==> src/rtl/pipe_stage_chain_pkg.sv <==
// Shared constants, slot state encoding and helpers for the pipeline stage chain.
package pipe_stage_chain_pkg;

    // Default payload widths of the classic CPU pipeline boundaries.
    localparam int IF_ID_W = 64;
    localparam int ID_EX_W = 128;
    localparam int EX_DM_W = 96;
    localparam int DM_WB_W = 72;

    // Upper bound on chain length handled by the flush-mask helper.
    localparam int MaxStages = 32;

    // Fill level of one slot: empty, main register only, main plus skid.
    typedef enum logic [1:0] {
        SLOT_EMPTY = 2'd0,
        SLOT_MAIN  = 2'd1,
        SLOT_BOTH  = 2'd2
    } slot_state_t;

    // Width needed to count every entry of a chain of 'stages' skid slots.
    function automatic int occWidth(input int stages);
        return $clog2(2 * stages + 1);
    endfunction

    // A flush bit k kills stages 0..k, so stage i dies when any bit at or above i is set.
    function automatic logic [MaxStages-1:0] flushMask(input logic [MaxStages-1:0] flush);
        logic [MaxStages-1:0] mask;
        logic                 seen;
        mask = '0;
        seen = 1'b0;
        for (int k = MaxStages - 1; k >= 0; k--) begin
            seen    = seen | flush[k];
            mask[k] = seen;
        end
        return mask;
    endfunction

    // Number of valid entries represented by a slot state.
    function automatic logic [1:0] slotCount(input slot_state_t state);
        case (state)
            SLOT_MAIN: return 2'd1;
            SLOT_BOTH: return 2'd2;
            default:   return 2'd0;
        endcase
    endfunction

endpackage

==> src/rtl/pipe_stage_chain_if.sv <==
// Handshake, control and status bundle between a pipeline boundary and its neighbours.
interface pipe_stage_chain_if
    import pipe_stage_chain_pkg::*;
#(
    parameter int DataWidth = 32,
    parameter int Stages    = 1
) ();

    localparam int OccW = occWidth(Stages);

    logic                 en;
    logic [Stages-1:0]    flush;
    logic                 in_valid;
    logic                 in_ready;
    logic [DataWidth-1:0] in_data;
    logic                 out_valid;
    logic                 out_ready;
    logic [DataWidth-1:0] out_data;
    logic [OccW-1:0]      occupancy;

    // Upstream stage and hazard unit side.
    modport master (
        output en, flush, in_valid, in_data, out_ready,
        input  in_ready, out_valid, out_data, occupancy
    );

    // The chain itself.
    modport slave (
        input  en, flush, in_valid, in_data, out_ready,
        output in_ready, out_valid, out_data, occupancy
    );

endinterface

==> src/rtl/pipe_skid_slot.sv <==
// One chain slot: either a two-entry skid buffer with registered ready or a plain register.
module pipe_skid_slot
    import pipe_stage_chain_pkg::*;
#(
    parameter int DataWidth = 32,
    parameter bit SkidEn    = 1'b1
) (
    input  logic                 clk,
    input  logic                 rst,
    input  logic                 i_en,
    input  logic                 i_kill,
    input  logic                 i_valid,
    output logic                 o_ready,
    input  logic [DataWidth-1:0] i_data,
    output logic                 o_valid,
    input  logic                 i_ready,
    output logic [DataWidth-1:0] o_data,
    output logic [1:0]           o_count
);

    slot_state_t          r_state;
    logic [DataWidth-1:0] r_main;
    logic                 w_push;
    logic                 w_pop;

    assign o_valid = (r_state != SLOT_EMPTY);
    assign o_data  = r_main;
    assign o_count = slotCount(r_state);
    assign w_push  = i_valid & o_ready;
    assign w_pop   = o_valid & i_ready;

    if (SkidEn) begin : g_skid
        logic [DataWidth-1:0] r_skid;

        // Ready depends only on the state register, so no ready path crosses slots.
        assign o_ready = (r_state != SLOT_BOTH);

        // Main drains first; an item arriving while main is stuck parks in skid.
        always_ff @(posedge clk) begin
            if (rst) begin
                r_state <= SLOT_EMPTY;
                r_main  <= '0;
                r_skid  <= '0;
            end else if (i_kill) begin
                r_state <= SLOT_EMPTY;
            end else if (i_en) begin
                case (r_state)
                    SLOT_EMPTY: begin
                        if (w_push) begin
                            r_main  <= i_data;
                            r_state <= SLOT_MAIN;
                        end
                    end
                    SLOT_MAIN: begin
                        if (w_push && w_pop) begin
                            r_main <= i_data;
                        end else if (w_push) begin
                            r_skid  <= i_data;
                            r_state <= SLOT_BOTH;
                        end else if (w_pop) begin
                            r_state <= SLOT_EMPTY;
                        end
                    end
                    SLOT_BOTH: begin
                        if (w_pop) begin
                            r_main  <= r_skid;
                            r_state <= SLOT_MAIN;
                        end
                    end
                    default: r_state <= SLOT_EMPTY;
                endcase
            end
        end
    end else begin : g_plain
        // A full slot can still accept when its own item leaves in the same cycle.
        assign o_ready = (r_state == SLOT_EMPTY) | i_ready;

        // Single register: load on accept, otherwise empty out on hand-off.
        always_ff @(posedge clk) begin
            if (rst) begin
                r_state <= SLOT_EMPTY;
                r_main  <= '0;
            end else if (i_kill) begin
                r_state <= SLOT_EMPTY;
            end else if (i_en) begin
                if (w_push) begin
                    r_main  <= i_data;
                    r_state <= SLOT_MAIN;
                end else if (w_pop) begin
                    r_state <= SLOT_EMPTY;
                end
            end
        end
    end

endmodule

==> src/rtl/pipe_stage_chain.sv <==
// Parametrised inter-stage register chain with handshake, stall, per-stage flush and enable.
module pipe_stage_chain
    import pipe_stage_chain_pkg::*;
#(
    parameter int DataWidth = 32,
    parameter int Stages    = 1,
    parameter bit SkidEn    = 1'b1
) (
    input  logic              clk,
    input  logic              rst,
    pipe_stage_chain_if.slave bus
);

    localparam int OccW = occWidth(Stages);

    logic [MaxStages-1:0] w_flushWide;
    logic [MaxStages-1:0] w_killMask;
    logic [Stages-1:0]    w_kill;
    logic                 w_anyFlush;
    logic [Stages-1:0]    w_slotValid;
    logic [Stages-1:0]    w_slotReady;
    logic [DataWidth-1:0] w_slotData  [Stages];
    logic [1:0]           w_slotCount [Stages];
    logic [OccW-1:0]      w_occupancy;

    // Widen the flush vector so the shared mask helper can work on it.
    always_comb begin
        w_flushWide               = '0;
        w_flushWide[Stages-1:0]   = bus.flush;
    end

    assign w_killMask = flushMask(w_flushWide);
    assign w_kill     = w_killMask[Stages-1:0];
    assign w_anyFlush = |bus.flush;

    for (genvar k = 0; k < Stages; k++) begin : g_slot
        logic                 w_inValid;
        logic [DataWidth-1:0] w_inData;
        logic                 w_dnReady;

        if (k == 0) begin : g_head
            assign w_inValid = bus.in_valid & bus.en & ~w_anyFlush;
            assign w_inData  = bus.in_data;
        end else begin : g_body
            assign w_inValid = w_slotValid[k-1] & ~w_kill[k-1];
            assign w_inData  = w_slotData[k-1];
        end

        if (k == Stages - 1) begin : g_tail
            assign w_dnReady = bus.out_ready;
        end else begin : g_inner
            assign w_dnReady = w_slotReady[k+1];
        end

        pipe_skid_slot #(
            .DataWidth (DataWidth),
            .SkidEn    (SkidEn)
        ) u_slot (
            .clk     (clk),
            .rst     (rst),
            .i_en    (bus.en),
            .i_kill  (w_kill[k]),
            .i_valid (w_inValid),
            .o_ready (w_slotReady[k]),
            .i_data  (w_inData),
            .o_valid (w_slotValid[k]),
            .i_ready (w_dnReady),
            .o_data  (w_slotData[k]),
            .o_count (w_slotCount[k])
        );
    end

    // Occupancy follows the slot state registers, so it moves on the same edge as the data.
    always_comb begin
        w_occupancy = '0;
        for (int k = 0; k < Stages; k++) begin
            w_occupancy = w_occupancy + OccW'(w_slotCount[k]);
        end
    end

    assign bus.in_ready  = w_slotReady[0] & bus.en & ~w_anyFlush;
    assign bus.out_valid = w_slotValid[Stages-1] & bus.en & ~w_kill[Stages-1];
    assign bus.out_data  = w_slotData[Stages-1];
    assign bus.occupancy = w_occupancy;

endmodule

==> src/flat_wrapper.sv <==
// flat-port wrapper written by rule: the top's interface ports become plain ports
module pipe_stage_chain_flat import pipe_stage_chain_pkg::*;
#(
    parameter int DataWidth = 32,
    parameter int Stages    = 1,
    parameter bit SkidEn    = 1'b1
)
  (clk, rst, bus_en, bus_flush, bus_in_valid, bus_in_data, bus_out_ready, bus_in_ready, bus_out_valid, bus_out_data, bus_occupancy);
  pipe_stage_chain_if #(.DataWidth(DataWidth), .Stages(Stages)) bus_i ();
  input  logic clk;
  input  logic rst;
  input wire logic [$bits(bus_i.en)-1:0] bus_en;
  input wire logic [$bits(bus_i.flush)-1:0] bus_flush;
  input wire logic [$bits(bus_i.in_valid)-1:0] bus_in_valid;
  input wire logic [$bits(bus_i.in_data)-1:0] bus_in_data;
  input wire logic [$bits(bus_i.out_ready)-1:0] bus_out_ready;
  output wire logic [$bits(bus_i.in_ready)-1:0] bus_in_ready;
  output wire logic [$bits(bus_i.out_valid)-1:0] bus_out_valid;
  output wire logic [$bits(bus_i.out_data)-1:0] bus_out_data;
  output wire logic [$bits(bus_i.occupancy)-1:0] bus_occupancy;
  assign bus_i.en = bus_en;
  assign bus_i.flush = bus_flush;
  assign bus_i.in_valid = bus_in_valid;
  assign bus_i.in_data = bus_in_data;
  assign bus_i.out_ready = bus_out_ready;
  assign bus_in_ready = bus_i.in_ready;
  assign bus_out_valid = bus_i.out_valid;
  assign bus_out_data = bus_i.out_data;
  assign bus_occupancy = bus_i.occupancy;
  pipe_stage_chain #(.DataWidth(DataWidth), .Stages(Stages), .SkidEn(SkidEn)) u_core (.clk(clk), .rst(rst), .bus(bus_i));
endmodule
==> config.mk <==
export PLATFORM = sky130hd
export DESIGN_NAME = pipe_stage_chain_flat
export DESIGN_NICKNAME = d
export VERILOG_FILES = /design/src/rtl/pipe_stage_chain_pkg.sv /design/src/rtl/pipe_stage_chain_if.sv /design/src/rtl/pipe_skid_slot.sv /design/src/rtl/pipe_stage_chain.sv /design/src/flat_wrapper.sv
export SDC_FILE = /design/constraint.sdc
export NUM_CORES = 1
export LEC_CHECK = 0
export CAP_MARGIN = 25
export CORE_MARGIN = 1.5
export CORE_UTILIZATION = 25
export DETAILED_ROUTE_END_ITERATION = 8
export DONT_BUFFER_PORTS = 1
export HOLD_SLACK_MARGIN = 0.15
export PLACE_DENSITY = 0.47
export SYNTH_ARGS = -nofsm -noshare
export SYNTH_HDL_FRONTEND = slang
export SYNTH_SLANG_ARGS = --single-unit
export TNS_END_PERCENT = 100
==> constraint.sdc <==
create_clock -name clk -period 3.5 [get_ports clk]
set_input_delay 0.7 -clock clk [delete_from_list [all_inputs] [get_ports clk]]
set_output_delay 0.7 -clock clk [all_outputs]
set_load 0.05 [all_outputs]
==> metrics.txt <==
status=finished clean; top post-synthesis cells by area=dfxtp_1 45%, a211oi_2 13%, a21oi_1 11%, mux2i_1 11%, nand2_1 8.2%; Peak VDD IR=approximately 0.19 mV; Routed Antenna Nets=0; TritonCTS clock tree=done; Power Density=554 nW/µm²; post-route setup TNS=0 ns; clk_skew=approximately 0.0040 ns; First-pass DRT Iterations=5; register bit total from synthesis=66; Worst R2R Start=u_core.g_slot[0].u_slot.r_state[1]$_SDFFE_PP0P_; final worst slack=1.15 ns; Layout Nets=334; Total GRT Usage=0.127; # IOs=74; worst-margin pin slew=roughly 0.93 ns; DPL Wire Length=between 4 and 5 mm; Ys Warns=0; post-route cell area=3260 µm²; cell area after placement=2990 µm²; number of global-route vias before repair=between 2000 and 2500; CP required=2.80 ns; syn_nets=between 300 and 400; CP Max Fanout=10; site row count=39; DR vias=2122; crit share post-route=0.672; DIE HEIGHT=111 µm; most frequent cells in the layout=66 x a21oi_1, 66 x dfxtp_1, 64 x nand2_1; achievable clock frequency=approximately 430 MHz; setup repair bufs after CTS=0; syn avg cell area=9.46 µm²; cell taking the most area after synthesis=dfxtp_1; register area share after synthesis=0.449; Hold Fails Final Rpt=0; Post-CTS Resized=0; CP Launch Type=flop; die width=111 µm; Initial DRC Count=99; Port Buf Inserts=0; largest net degree at the start of global routing=67; Initial Util=0.257; # H-tree levels=3; CTS buffer count=9; Post-Syn Area=2940 µm²; CTS max path bufs=2; Reg2Reg Depth=4; worst path cell trace=nor2b_1; Area growth, synth to finish=11.0%; clk_lat worst skew=0.33 ns; critical path's largest stage delay=0.80 ns; full die area=12400 µm²; RSZ-0062 raised after global routing=no; WP buf/inv=0; Lkg Pwr=around 1.3 nW; Routed WL=between 7 and 8 mm; min Tclk post-route=2.35 ns; Synth top area share=0.449; post-DR vias/cell=4.79; WHS Path Cells=1; # diodes=0; Slew Limit Headroom=0.379; Core Box Area=11500 µm²; Max Slew Vio Count=0; WL/cell=~17 µm; Place WS=between 0.9 and 1 ns; clock sink count=66; utilization after layout=0.285; final setup vio count=0; MaxCap Viol Count=0; clock-pin slew on the worst setup and hold paths=0.05 ns; root buffer cell=clkbuf_16; crit path DAT=1.65 ns; gr ovfl total=0; Netlist cell types=25; hold_sp=rst; WHS Endpoint=u_core.g_slot[0].u_slot.g_skid.r_skid[16]$_SDFFE_PP0P_; antenna violations before repair=0; Setup crit end kind=output pin; Cells after Synth=311; Worst Hold Class=in -> reg; FF-to-FF setup slack=1.15 ns; Slowest cell on crit path=nor2b_1; Reg2Reg Capture Point=u_core.g_slot[0].u_slot.o_data[26]$_SDFFE_PP0P_; final weighted congestion in routability-driven placement=between 0.6 and 0.7; proportion of layout cells with a drive suffix above 1=0.177; WS Path Type=reg -> out; drt drc=0; global-route wire length before repair=~12 mm; CP top delay family=simple AND/OR/NAND/NOR gates; Hold-fix buffers, CTS=0
logic make-up (layout without fill, tap and decap cells):
family / count (synthesis) / count (layout) / share of synthesized area
buffers and inverters: 32 / 21 / 0.0651
DFF: 66 / 66 / 0.449
xor gates and xnor gates: 1 / 1 / 0.00298
muxes: 33 / 33 / 0.112
AOI/OAI and AO/OA: 104 / 104 / 0.263
and+or+nand+nor: 75 / 75 / 0.108
per-stage QoR:
step                power [W]  hold WS [ns]  cells
detailed placement   0.000996         0.440    428
floorplan            0.000988         0.436    311
global route          0.00188         0.423    443
global placement     0.000994         0.435    428
finish                0.00181         0.434    443
CTS                   0.00183         0.412    443
report_power, final:
| group | internal (W) | switching, W | leakage, nW | total (W) |
|---|---|---|---|---|
| Clock | 0.000510 | 0.000320 | 0.138 | 0.000830 |
| Combinational | 0.0000423 | 0.0000617 | 0.579 | 0.000104 |
| Sequential | 0.000776 | 0.0000977 | 0.536 | 0.000874 |
| Total | 0.00133 | 0.000479 | 1.25 | 0.00181 |
area by class of cell:
| class | count | area [µm²] |
|---|---|---|
| Fill cell | 1186 | 8200 |
| Multi-Input combinational cell | 213 | 1450 |
| Timing Repair Buffer | 5 | 37.5 |
| Clock inverter | 3 | 15.0 |
| Clock buffer | 12 | 256 |
| Sequential cell | 66 | 1320 |
| Tap cell | 143 | 179 |
| Inverter | 1 | 3.75 |
registers in the layout (all words and copies together), names as in the netlist:
name                                cells
u_core.g_slot.u_slot.r_state            2
u_core.g_slot.u_slot.o_data            32
u_core.g_slot.u_slot.g_skid.r_skid     32
cell usage after synthesis:
library cell  count
clkbuf_1         12
buf_4             7
mux2i_1          33
dfxtp_1          66
o21a_1            1
nor3_1            1
xnor2_1           1
a211oi_2         30
a21oi_1          66
o2bb2ai_2         1
nand2_1          64
o211ai_1          1
inv_1             1
a211oi_1          3
nand2b_1          3
o211a_1           1
o21ai_0           1
nand4b_1          1
buf_2             6
buf_1             1
nor2b_1           3
and2_4            1
and4b_1           1
and2_1            1
buf_6             5
per-layer routing:
metal | vias to the layer above | GRT usage | wire, µm
met5 | - | 0 | 0
met3 | 11 | 0.0582 | 608
met2 | 52 | 0.197 | 3330
met1 | 995 | 0.149 | 3270
met4 | 0 | 0.0582 | 147
li1 | 1064 | - | -
worst max-delay path by stage:
stage	end	cells after the start	startpoint
final	bus_occupancy[0]	1	u_core.g_slot[0].u_slot.r_state[0]$_SDFFE_PP0P_
after global routing	u_core.g_slot[0].u_slot.o_data[26]$_SDFFE_PP0P_	4	u_core.g_slot[0].u_slot.r_state[1]$_SDFFE_PP0P_
after CTS	bus_occupancy[0]	1	u_core.g_slot[0].u_slot.r_state[0]$_SDFFE_PP0P_
after detailed placement	u_core.g_slot[0].u_slot.g_skid.r_skid[0]$_SDFFE_PP0P_	6	bus_en
after global placement	u_core.g_slot[0].u_slot.g_skid.r_skid[10]$_SDFFE_PP0P_	6	bus_en
after floorplan	bus_in_ready	4	bus_en
No activity file was read; power rests on OpenSTA's default activity.
